File: config.mk
export PLATFORM = sky130hd
export DESIGN_NAME = bcd_to_binary_seq_flat
export DESIGN_NICKNAME = d
export VERILOG_FILES = /design/src/rtl/bcd_pkg.sv /design/src/rtl/bcd_to_binary_seq_if.sv /design/src/rtl/bcd_digit_correct.sv /design/src/rtl/bcd_to_binary_seq.sv /design/src/flat_wrapper.sv
export SDC_FILE = /design/constraint.sdc
export NUM_CORES = 1
export LEC_CHECK = 0
export ABC_AREA = 1
export BUFFER_PORTS_ARGS = -buffer_cell sky130_fd_sc_hd__buf_2
export CELL_PAD_IN_SITES_DETAIL_PLACEMENT = 0
export CELL_PAD_IN_SITES_GLOBAL_PLACEMENT = 1
export CORE_MARGIN = 5
export CORE_UTILIZATION = 30
export CTS_BUF_LIST = sky130_fd_sc_hd__clkbuf_2
export DETAILED_ROUTE_END_ITERATION = 12
export GPL_ROUTABILITY_DRIVEN = 0
export PLACE_DENSITY_LB_ADDON = 0.3
export SLEW_MARGIN = 20
export SYNTH_ARGS = -nofsm -noshare
export SYNTH_HDL_FRONTEND = slang
export SYNTH_SLANG_ARGS = --single-unit
File: constraint.sdc
create_clock -name clk -period 2.3 [get_ports clk]
set_clock_uncertainty 0.2 [all_clocks]
set_input_delay 0.23 -clock clk [delete_from_list [all_inputs] [get_ports clk]]
set_output_delay 0.23 -clock clk [all_outputs]
set_load 0.02 [all_outputs]
File: src/rtl/bcd_pkg.sv
// Shared constants and types for the BCD decode path: digit limits,
// correction constants and the converter's state encoding.
package bcd_pkg;

    localparam int unsigned BCD_DIGIT_W     = 4;
    localparam logic [3:0]  BCD_MAX_DIGIT   = 4'd9;
    localparam logic [3:0]  BCD_CORR_THRESH = 4'd8;
    localparam logic [3:0]  BCD_CORR_VAL    = 4'd3;

    typedef enum logic [1:0] {
        IDLE   = 2'd0,
        SHIFT  = 2'd1,
        FINISH = 2'd2
    } bcd_state_t;

    function automatic logic bcd_digit_ok(input logic [3:0] digit);
        return (digit <= BCD_MAX_DIGIT);
    endfunction

endpackage

File: src/rtl/bcd_to_binary_seq_if.sv
// Start/done handshake bundle between entry logic (master) and the
// BCD-to-binary converter (slave).
interface bcd_to_binary_seq_if #(
    parameter int DIGITS = 3,
    parameter int BIN_W  = 10
);
    logic                  start;
    logic [4*DIGITS-1:0]   bcd_in;
    logic                  ready;
    logic                  done;
    logic [BIN_W-1:0]      binary;
    logic                  invalid;
    logic                  overflow;

    modport master (
        output start, bcd_in,
        input  ready, done, binary, invalid, overflow
    );

    modport slave (
        input  start, bcd_in,
        output ready, done, binary, invalid, overflow
    );
endinterface

File: src/rtl/bcd_digit_correct.sv
// Reverse double-dabble digit fix-up: a shifted digit of 8 or more
// has 3 removed so it stays a legal BCD digit.
module bcd_digit_correct
    import bcd_pkg::*;
(
    input  logic [3:0] din,
    output logic [3:0] dout
);

    // Conditional subtract-3 correction for one digit
    always_comb begin
        dout = din;
        if (din >= BCD_CORR_THRESH) begin
            dout = din - BCD_CORR_VAL;
        end else begin
            dout = din;
        end
    end

endmodule

File: src/rtl/bcd_to_binary_seq.sv
// Sequential BCD-to-binary converter: one right shift plus per-digit
// correction per clock, with a start/done handshake.
module bcd_to_binary_seq
    import bcd_pkg::*;
#(
    parameter int DIGITS = 3,
    parameter int BIN_W  = 10
) (
    input  logic               clk,
    input  logic               rst_n,
    bcd_to_binary_seq_if.slave bus
);

    localparam int ACC_W  = BCD_DIGIT_W * DIGITS;
    localparam int WORK_W = 2 * ACC_W;
    localparam int CNT_W  = $clog2(ACC_W + 1);
    localparam logic [CNT_W-1:0] LAST_SHIFT = CNT_W'(ACC_W - 1);

    bcd_state_t              state_r, state_s;
    logic [WORK_W-1:0]       work_r, work_s, shifted_s;
    logic [ACC_W-1:0]        corr_s;
    logic [BIN_W+ACC_W-1:0]  acc_ext_s;
    logic [CNT_W-1:0]        cnt_r, cnt_s;
    logic [BIN_W-1:0]        binary_r, binary_s;
    logic                    ready_r, ready_s;
    logic                    done_r, done_s;
    logic                    invalid_r, invalid_s;
    logic                    overflow_r, overflow_s;
    logic                    bad_r, bad_s;
    logic                    accept_s;

    function automatic logic all_digits_ok(input logic [ACC_W-1:0] bcd);
        logic ok;
        ok = 1'b1;
        for (int i = 0; i < DIGITS; i++) begin
            ok = ok & bcd_digit_ok(bcd[i*BCD_DIGIT_W +: BCD_DIGIT_W]);
        end
        return ok;
    endfunction

    assign shifted_s = work_r >> 1;
    assign acc_ext_s = {{BIN_W{1'b0}}, work_r[ACC_W-1:0]};
    assign accept_s  = (state_r == IDLE) && ready_r && bus.start;

    genvar g;
    generate
        for (g = 0; g < DIGITS; g++) begin : g_corr
            bcd_digit_correct u_corr (
                .din  (shifted_s[ACC_W + g*BCD_DIGIT_W +: BCD_DIGIT_W]),
                .dout (corr_s[g*BCD_DIGIT_W +: BCD_DIGIT_W])
            );
        end
    endgenerate

    // Next-state, datapath and output computation
    always_comb begin
        state_s    = state_r;
        work_s     = work_r;
        cnt_s      = cnt_r;
        ready_s    = ready_r;
        done_s     = 1'b0;
        binary_s   = binary_r;
        invalid_s  = invalid_r;
        overflow_s = overflow_r;
        bad_s      = bad_r;
        case (state_r)
            IDLE: begin
                ready_s = 1'b1;
                if (accept_s) begin
                    ready_s    = 1'b0;
                    invalid_s  = 1'b0;
                    overflow_s = 1'b0;
                    cnt_s      = {CNT_W{1'b0}};
                    if (all_digits_ok(bus.bcd_in)) begin
                        bad_s   = 1'b0;
                        work_s  = {bus.bcd_in, {ACC_W{1'b0}}};
                        state_s = SHIFT;
                    end else begin
                        bad_s   = 1'b1;
                        state_s = FINISH;
                    end
                end else begin
                    state_s = IDLE;
                end
            end
            SHIFT: begin
                work_s = {corr_s, shifted_s[ACC_W-1:0]};
                cnt_s  = cnt_r + CNT_W'(1);
                if (cnt_r == LAST_SHIFT) begin
                    state_s = FINISH;
                end else begin
                    state_s = SHIFT;
                end
            end
            FINISH: begin
                // ready stays low through the done cycle so a start there is dropped
                done_s  = 1'b1;
                ready_s = 1'b0;
                state_s = IDLE;
                if (bad_r) begin
                    binary_s   = {BIN_W{1'b0}};
                    invalid_s  = 1'b1;
                    overflow_s = 1'b0;
                end else begin
                    binary_s   = acc_ext_s[BIN_W-1:0];
                    invalid_s  = 1'b0;
                    overflow_s = |(acc_ext_s >> BIN_W);
                end
            end
            default: begin
                state_s = IDLE;
                ready_s = 1'b1;
            end
        endcase
    end

    // State, datapath and registered outputs
    always_ff @(posedge clk or negedge rst_n) begin
        if (!rst_n) begin
            state_r    <= IDLE;
            work_r     <= {WORK_W{1'b0}};
            cnt_r      <= {CNT_W{1'b0}};
            ready_r    <= 1'b1;
            done_r     <= 1'b0;
            binary_r   <= {BIN_W{1'b0}};
            invalid_r  <= 1'b0;
            overflow_r <= 1'b0;
            bad_r      <= 1'b0;
        end else begin
            state_r    <= state_s;
            work_r     <= work_s;
            cnt_r      <= cnt_s;
            ready_r    <= ready_s;
            done_r     <= done_s;
            binary_r   <= binary_s;
            invalid_r  <= invalid_s;
            overflow_r <= overflow_s;
            bad_r      <= bad_s;
        end
    end

    assign bus.ready    = ready_r;
    assign bus.done     = done_r;
    assign bus.binary   = binary_r;
    assign bus.invalid  = invalid_r;
    assign bus.overflow = overflow_r;

endmodule

File: src/flat_wrapper.sv
// flat-port wrapper written by rule: the top's interface ports become plain ports
module bcd_to_binary_seq_flat import bcd_pkg::*;
#(
    parameter int DIGITS = 3,
    parameter int BIN_W  = 10
)
  (clk, rst_n, bus_start, bus_bcd_in, bus_ready, bus_done, bus_binary, bus_invalid, bus_overflow);
  bcd_to_binary_seq_if #(.DIGITS(DIGITS), .BIN_W(BIN_W)) bus_i ();
  input  logic clk;
  input  logic rst_n;
  input wire logic [$bits(bus_i.start)-1:0] bus_start;
  input wire logic [$bits(bus_i.bcd_in)-1:0] bus_bcd_in;
  output wire logic [$bits(bus_i.ready)-1:0] bus_ready;
  output wire logic [$bits(bus_i.done)-1:0] bus_done;
  output wire logic [$bits(bus_i.binary)-1:0] bus_binary;
  output wire logic [$bits(bus_i.invalid)-1:0] bus_invalid;
  output wire logic [$bits(bus_i.overflow)-1:0] bus_overflow;
  assign bus_i.start = bus_start;
  assign bus_i.bcd_in = bus_bcd_in;
  assign bus_ready = bus_i.ready;
  assign bus_done = bus_i.done;
  assign bus_binary = bus_i.binary;
  assign bus_invalid = bus_i.invalid;
  assign bus_overflow = bus_i.overflow;
  bcd_to_binary_seq #(.DIGITS(DIGITS), .BIN_W(BIN_W)) u_core (.clk(clk), .rst_n(rst_n), .bus(bus_i));
endmodule
Word level (Yosys, flattened, before mapping)
Index checks and enable logic that the tools add are counted.
- $add $sub $neg: 4
- multiplexer cells: 22
- reduce and logical (&&, ||, !) cells: 10
- magnitude comparators: 6
- bitwise operators: 2
- eq/ne operators: 5
- operators by type and width (kind ; count):
    24-bit 2-to-1 mux ; 2
    24-bit one-hot mux with 2 select lines ; 1
    4-bit 2-to-1 mux ; 4
    4-bit <= comparator, second input constant ; 3
    10-bit 2-to-1 mux ; 1
    4-bit >= comparator, second input constant ; 2
    4-bit one-hot mux with 2 select lines ; 1
    4-bit by 2-bit subtractor with 4-bit output, second input constant ; 2
    1-bit 2-to-1 mux ; 6
    2-bit 2-to-1 mux ; 3
    2-bit AND reduction ; 3
    4-bit by 1-bit adder with 4-bit output, second input constant ; 1
    4-bit == test, second input constant ; 1
    3-bit by 4-bit >= comparator with 1-bit output, second input constant ; 1
    1-bit one-hot mux with 2 select lines ; 2
    2-bit one-hot mux with 2 select lines ; 1
    2-bit nonzero test ; 2
    3-bit by 2-bit subtractor with 4-bit output, second input constant ; 1
    1-bit one-hot mux with 3 select lines ; 1
    3-bit AND reduction ; 1
    1-bit bitwise AND ; 2
    2-bit by 1-bit == test with 1-bit output, second input constant ; 1
    2-bit == test, second input constant ; 1
    1-bit logical AND ; 2
    other kinds (4) ; 4
- output and inout bits: 14
- input bits: 15
- logic and storage cells: 58
- register bits after elaboration: 45

Longest topological paths before layout
Gate-level depths: netlist (run 1).
- depth after elaboration: 6
- depth in mapped cells: 8
- mapped depth without buffers: 8

Cells and area by module
A second synthesis (run 1) with hierarchy kept.
- cells, all modules: 286
- area total of the unflattened synthesis: 2268.4 um^2
- modules (own cells, without submodules) (module ; times used ; sequential area each (um^2) ; cells an instance ; area an instance (um^2)):
    bcd_to_binary_seq ; 1 ; 1127.3 ; 238 ; 2001.9
    bcd_digit_correct ; 3 ; 0.0 ; 16 ; 88.8

Least setup slack after synthesis (run 1)
OpenSTA, ideal clock, no wires.
- path type: register to register
- from: register u_core.ready_r (netlist: u_core.bus.ready)
- to: register u_core.work_r[4]
- path buffers: 1
- cell stages (with the launch flop): 7
- clock period less this slack: 1.556 ns
- setup slack: 0.744 ns
- library setup time: 0.116 ns
- data arrival time: 1.240 ns
- required time: 1.984 ns
- cell sequence: dfstp_2 > nand2_1 > a21oi_4 > nand2_4 > buf_6 > nand2_1 > nand2_1
- word-level cells in the longest chain between the ends: 4
- ends and longest elaborated chain (what ; line ; source):
    from (decl) ; bcd_to_binary_seq.sv:25 ; logic ready_r, ready_s;
    from (signal assigned) ; bcd_to_binary_seq.sv:133 ; ready_r <= ready_s;
    1-bit logical AND (2 in series) ; bcd_to_binary_seq.sv:43 ; assign accept_s = (state_r == IDLE) && ready_r && bus.start;
    2-bit by 1-bit != test with 1-bit output (no line) ; n/a ;
    3-bit AND reduction (no line) ; n/a ;
    to (signal assigned) ; bcd_to_binary_seq.sv:121 ; work_r <= {WORK_W{1'b0}};
    to (signal assigned) ; bcd_to_binary_seq.sv:131 ; work_r <= work_s;
    to (decl) ; bcd_to_binary_seq.sv:20 ; logic [WORK_W-1:0] work_r, work_s, shifted_s;
Every way passes these cells.
A chain may end at the register's enable or synchronous reset.

Worst setup path after layout (run 1)
- from: input port bus_bcd_in[1]
- to: register u_core.work_r[18]
- word-level cells in the longest chain between the ends: 5
- ends and longest elaborated chain (what ; line ; source):
    from (decl) ; flat_wrapper.sv:12 ; input wire logic [$bits(bus_i.bcd_in)-1:0] bus_bcd_in;
    4-bit <= comparator ; bcd_pkg.sv:17 ; return (digit <= BCD_MAX_DIGIT);
    1-bit bitwise AND (2 in series) ; bcd_to_binary_seq.sv:36 ; ok = ok & bcd_digit_ok(bcd[i*BCD_DIGIT_W +: BCD_DIGIT_W]);
    2-bit != test (no line) ; n/a ;
    3-bit AND reduction (no line) ; n/a ;
Every way passes these cells.

==> run metrics, run 1 <==
Max Clk Rate 0.5679 GHz; Post-Route WL 4.819 mm; WP data arrival 1910 ps; hold crit path type primary input to async pin; Clock Pin Slew Worst Setup and Hold Paths approximately 230 ps; Diodes inserted 0; async set or reset register ratio after synthesis 100.0%; top post-synthesis cells by area dfrtp_1, nand2_1, nand3_1; GR Layer Usage met3 2.131%; FP Rows 31; via density per instance 4.347; vias in the first global route 1,740; core area 0.007176 mm2; sequential cell area fraction in the yosys report 51.81%; Die Ht 95.17 um; Period Utilization, post-route 76.57%; worst-margin pin slew 732.1 ps; Synth Instances 264; final instance area 0.002572 mm2; placed cells 384; Nets around 330; post-layout min period about 1800 ps; DR iter-0 viols 37; Max VDD drop 415.5 uV; status completed; Final Setup Violations 0; antenna-violating nets left 0; DP Area 0.002386 mm2; worst slack at placement between 600 and 700 ps; Critical Path RT between 2000 and 2500 ps; Top Ports 29; clk_lat worst skew ~420 ps; fin util 35.85%; gr ovfl total 0; Mapped Area about 0.0022 mm2; largest net degree at the start of global routing 33; CTS tree built; routed len/inst 11.87 um; layout cells sized above 1 17.59%; Static Leak 1.392 nW; clock root buffer clkbuf_2; initial antenna violation count 0; area leader, netlist dfrtp_1; Setup CP Type primary input to flip-flop; Horiz. Die Dim 95.17 um; detailed-route via count between 1,500 and 2,000; M1 GR Usage 16.48%; first-pass GRT wire length 8.355 mm; gr usage total between 10% and 20%; # DRC 0; Final Hold Viols 0; synth warn 0; total power ~3.1 mW; Initial Util 30.32%; worst hold slack 167.2 ps; Max Slew Vio Count 0; RSZ-0062 raised after global routing false; Slew headroom 51.20%; crit start category primary input; Synth top area share between 50% and 60%; syn_nets 284; number of port buffers 28; DR pass1 iterations 4; CTS H-tree depth 2; Max clock buf depth 2; synth unique cells 26; #FFs+latches synth 45; crit end category flip-flop; Layout fillers 748; count of flip-flops with a built-in enable after synthesis 0; CTS sink count 45; HPWL Detailed 3.286 mm; # Max-Cap Violations 0; Die ar. ~0.009 mm2; cts repair resizes 0; pwr/cell area 1208 mW/mm2; synthesized area per cell 8.242 um2; Post-synth top flop dfrtp_1; Final Non-Filler Cells just over 400; total CTS buffers 5; met2 Use GR 18.43%; Most Crowded Layer GR met2; Crit Path Max Fanout 24; sum of negative setup slack 0 ps; Area Overhead vs Synth 18.23%; final worst slack 539.0 ps
## flip-flops by register name, indices dropped and copies added (netlist names)
signal	count
u_core.bus.ready	1
u_core.cnt_r	4
u_core.bus.overflow	1
u_core.state_r	2
u_core.work_r	24
u_core.bus.invalid	1
u_core.bus.done	1
u_core.bus.binary	10
u_core.bad_r	1
## cells by family after synthesis
group | Yosys count | synth area share (%)
AND/OR/NAND/NOR | 159 | 30.53
flip-flops | 45 | 51.81
buffers and inverters | 30 | 7.475
AO/OA/AOI/OAI | 21 | 5.693
adder cells (fa/ha/maj) | 5 | 2.875
XOR/XNOR | 4 | 1.610
## final timing paths
path / endpoint / slack [ps] / start / cells past startpoint
worst max-delay path: u_core.work_r[18] / 540 / bus_bcd_in[1] / 8
worst min register to register: u_core.work_r[0] / 300 / u_core.work_r[0] / 2
max in group asynchronous: u_core.bus.binary[1] / 1120 / rst_n / 3
worst max register to register: u_core.work_r[18] / 600 / u_core.bus.ready / 5
worst min-delay path: u_core.cnt_r[3] / 170 / rst_n / 2
min in group clk: u_core.work_r[0] / 300 / u_core.work_r[0] / 2
## cells in the final DEF (no fill, tap or decap), drive strengths merged
cell         instances
a21oi                4
a22o                 1
buf                 34
clkbuf               5
clkinv               1
clkinvlp             1
dfrtp               44
dfstp                1
dlygate4sd3         14
ha                   5
inv                 18
nand2              122
nand3               32
nor2                 5
o21ai               14
o22ai                1
o31ai                1
xnor2                1
xor2                 3
## report_power, final
group	internal (mW)	switching, mW
combinational	0.480	0.862
clock	0.0770	0.274
sequential	1.13	0.280
total	1.69	1.42
## layout make-up
| type | instances | area, um2 | share of cell area [%] |
|---|---|---|---|
| timing repair buffer | 48 | 325.3 | 12.65 |
| clock inverter | 3 | 21.27 | 0.8268 |
| inverter | 17 | 63.81 | 2.481 |
| sequential | 45 | 1127 | 43.82 |
| clock buffer | 5 | 25.02 | 0.9728 |
| multi-input combinational | 189 | 885.9 | 34.44 |
| tap | 99 | 123.9 | 4.815 |
## cells in the mapped netlist, types with 2 or more instances
cell,instances
inv_2,3
inv_1,14
ha_1,5
nand2_1,117
xor2_1,3
nand3_1,32
buf_4,4
o21ai_0,12
buf_2,3
nor2_1,3
a21oi_1,3
dfrtp_1,44
buf_6,4
o21ai_1,2
nand2_2,4
## metal layers
metal / part of all wire [%] / vias to the layer above
li1: - / 913
met1: 50 / 817
met2: 45 / 29
met3: 3.4 / 6
met4: 1.6 / 0
met5: 0 / -
## repair_timing
action,CTS,global route
endpoints found under the hold margin,42,0
hold buffers,14,0
setup buffers,0,0
setup endpoints to repair,0,0
## critical path, stage by stage
cell and delay (ps):
dlygate4sd3_1 540, buf_2 130, o21ai_0 170, nand3_1 180, nand2_2 260, nand2_4 230
nand2_1 110, nand2_1 60
Power figures use the tool's default switching activity.
==> run 2, diff against run 1 <==
==> constraint.sdc (replaced) <==
create_clock -name clk -period 1.8 [get_ports clk]
set_clock_uncertainty 0.2 [all_clocks]
set_input_delay 0.18 -clock clk [delete_from_list [all_inputs] [get_ports clk]]
set_output_delay 0.18 -clock clk [all_outputs]
set_load 0.02 [all_outputs]
==> run metrics, run 2 (synthesis results as in run 1) <==
status completed; Clock Pin Slew Worst Setup and Hold Paths 280 ps (+50 ps); fin util 36.57% (+0.71 points); Horiz. Die Dim 95.17 um (unchanged); CTS Hold Bufs 15 (+1); RSZ-0062 raised after global routing false; DR pass1 iterations 4 (unchanged); hold crit path type flip-flop to flip-flop; FP Rows 31 (unchanged); # Max-Cap Violations 0 (unchanged); Top Ports 29 (unchanged); clock root buffer clkbuf_2; top routing layer in use met4; Nets 330 (+1.2%); layout cells sized above 1 18.01% (+0.42 points); Static Leak 1.415 nW (+1.6%); post-layout min period 1730 ps; number of port buffers 28 (unchanged); Final Setup Violations 0 (unchanged); CTS H-tree depth 2 (unchanged); Area Overhead vs Synth 20.59%; Setup CP Type primary input to async pin; cts repair resizes 0 (unchanged); slowest CP cell dlygate4sd3_1; Die ar. 0.009056 mm2 (unchanged); # DRC 0 (unchanged); Setup Fix Bufs, Post-CTS 0 (unchanged); via density per instance 4.329 (-0.41%); total CTS buffers 5 (unchanged); routed len/inst 12.12 um (+2.1%); crit end category async pin; gr usage total 12.24% (+0.43 points); DP Area 0.002414 mm2 (+1.2%); CP most frequent cell dlygate4sd3_1; commonest cells after routing, fill and taps aside nand2_1, dfrtp_1, nand3_1; Max clock buf depth 2 (unchanged); worst-margin pin slew 333.3 ps (-398.7 ps); sum of negative setup slack 0 ps (unchanged); crit start category primary input; Crit Path Max Fanout 7 (-71%); HPWL Detailed 3.234 mm (-1.6%); met2 wire length 2.352 mm (+7.4%); Max stage delay on crit path 770 ps (+230 ps); gr ovfl total 0 (unchanged); worst hold path startpoint u_core.work_r[6]; initial antenna violation count 0 (unchanged); largest net degree at the start of global routing 38 (+15%); Max VDD drop 489.3 uV (+18%); Final Hold Viols 0 (unchanged); CTS sink count 45 (unchanged); core area 0.007176 mm2 (unchanged); final instance area 0.002624 mm2 (+2.0%); pwr/cell area 1546 mW/mm2 (+28%); CP Cell Sequence dlygate4sd3_1 > dlygate4sd3_1 > buf_2 > dlygate4sd3_1; antenna-violating nets left 0 (unchanged); Diodes inserted 0 (unchanged); Initial Util 30.32% (unchanged); Max Slew Vio Count 0 (unchanged); DR iter-0 viols 119 (+220%); detailed-route via count 1,775 (+0.57%); Max Clk Rate 0.5780 GHz; delay-heaviest family, CP buffers and inverters; Reg-to-Reg Start u_core.bus.ready; max reg flops 24 (unchanged); clk_lat worst skew 440 ps (+20 ps); CP startpoint rst_n; met3 WL post-DR 160 um (-3.6%); number of buffers and inverters on the critical path 4 (+2); Die Ht 95.17 um (unchanged); Slew headroom 77.71% (+27 points); Met1 Wirelength 2.384 mm (-0.13%); Period Utilization, post-route about 96%; reg2reg setup slack 240 ps (-360 ps); Critical Path RT 2220 ps (-220 ps); vias in the first global route 1,770 (+1.7%); most common cell after layout, fill and taps aside nand2_1; CTS tree built; first-pass GRT wire length 8.611 mm (+3.1%); Top reg by flops u_core.work_r; Post-Route WL 4.969 mm (+3.1%); WP data arrival 2150 ps (+240 ps)
run 2: cell count changes in the layout (fill, tap and decap cells not counted), sizes merged:
cell         previous run  this run
dlygate4sd3            14        16
buf                    34        36
run 2: report_power, final:
part | internal, mW | switching (mW) | leakage [nW]
logic | 0.656 | 1.12 | 0.806
registers | 1.45 | 0.355 | 0.579
clock network | 0.104 | 0.372 | 0.0296
run 2: routing by layer:
layer,up-vias,GRT usage [%]
li1,920,-
met1,824,16.70
met2,25,19.42
met3,6,2.447
met4,0,3.966
met5,-,0
run 2: final timing paths:
check,endpoint,depth (start not counted)
min in group asynchronous,u_core.bus.ready,3
max in group clk,bus_ready,1
worst min register to register,u_core.work_r[5],2
worst min-delay path,u_core.work_r[5],2
worst max register to register,u_core.cnt_r[1],5
worst max-delay path,u_core.bus.overflow,4
run 2: stage by stage:
step	std cells	hold slack [ps]	power [mW]	setup slack (ps)
5_1_grt	410	326.0	4.477	44.64
6_report	410	296.0	4.055	69.87
3_3_place_gp	386	-146.2	3.607	298.7
3_5_place_dp	386	-144.0	3.613	250.1
4_1_cts	409	6.951	4.129	181.9
2_1_floorplan	264	-315.6	3.131	243.6
run 2: worst min-delay path: stages, from the launching register on:
cell     delay, ps
dfrtp_1        420
nand2_1         60
nand2_1         50
run 2: layout make-up:
class / count / area (um2)
multi-input cells: 189 / 885.9
clock inverters: 3 / 25.02
inverters: 17 / 63.81
well taps: 99 / 123.9
repair buffers: 52 / 372.9
flip-flops and latches: 45 / 1127
fillers: 770 / 4552
clock buffers: 5 / 25.02
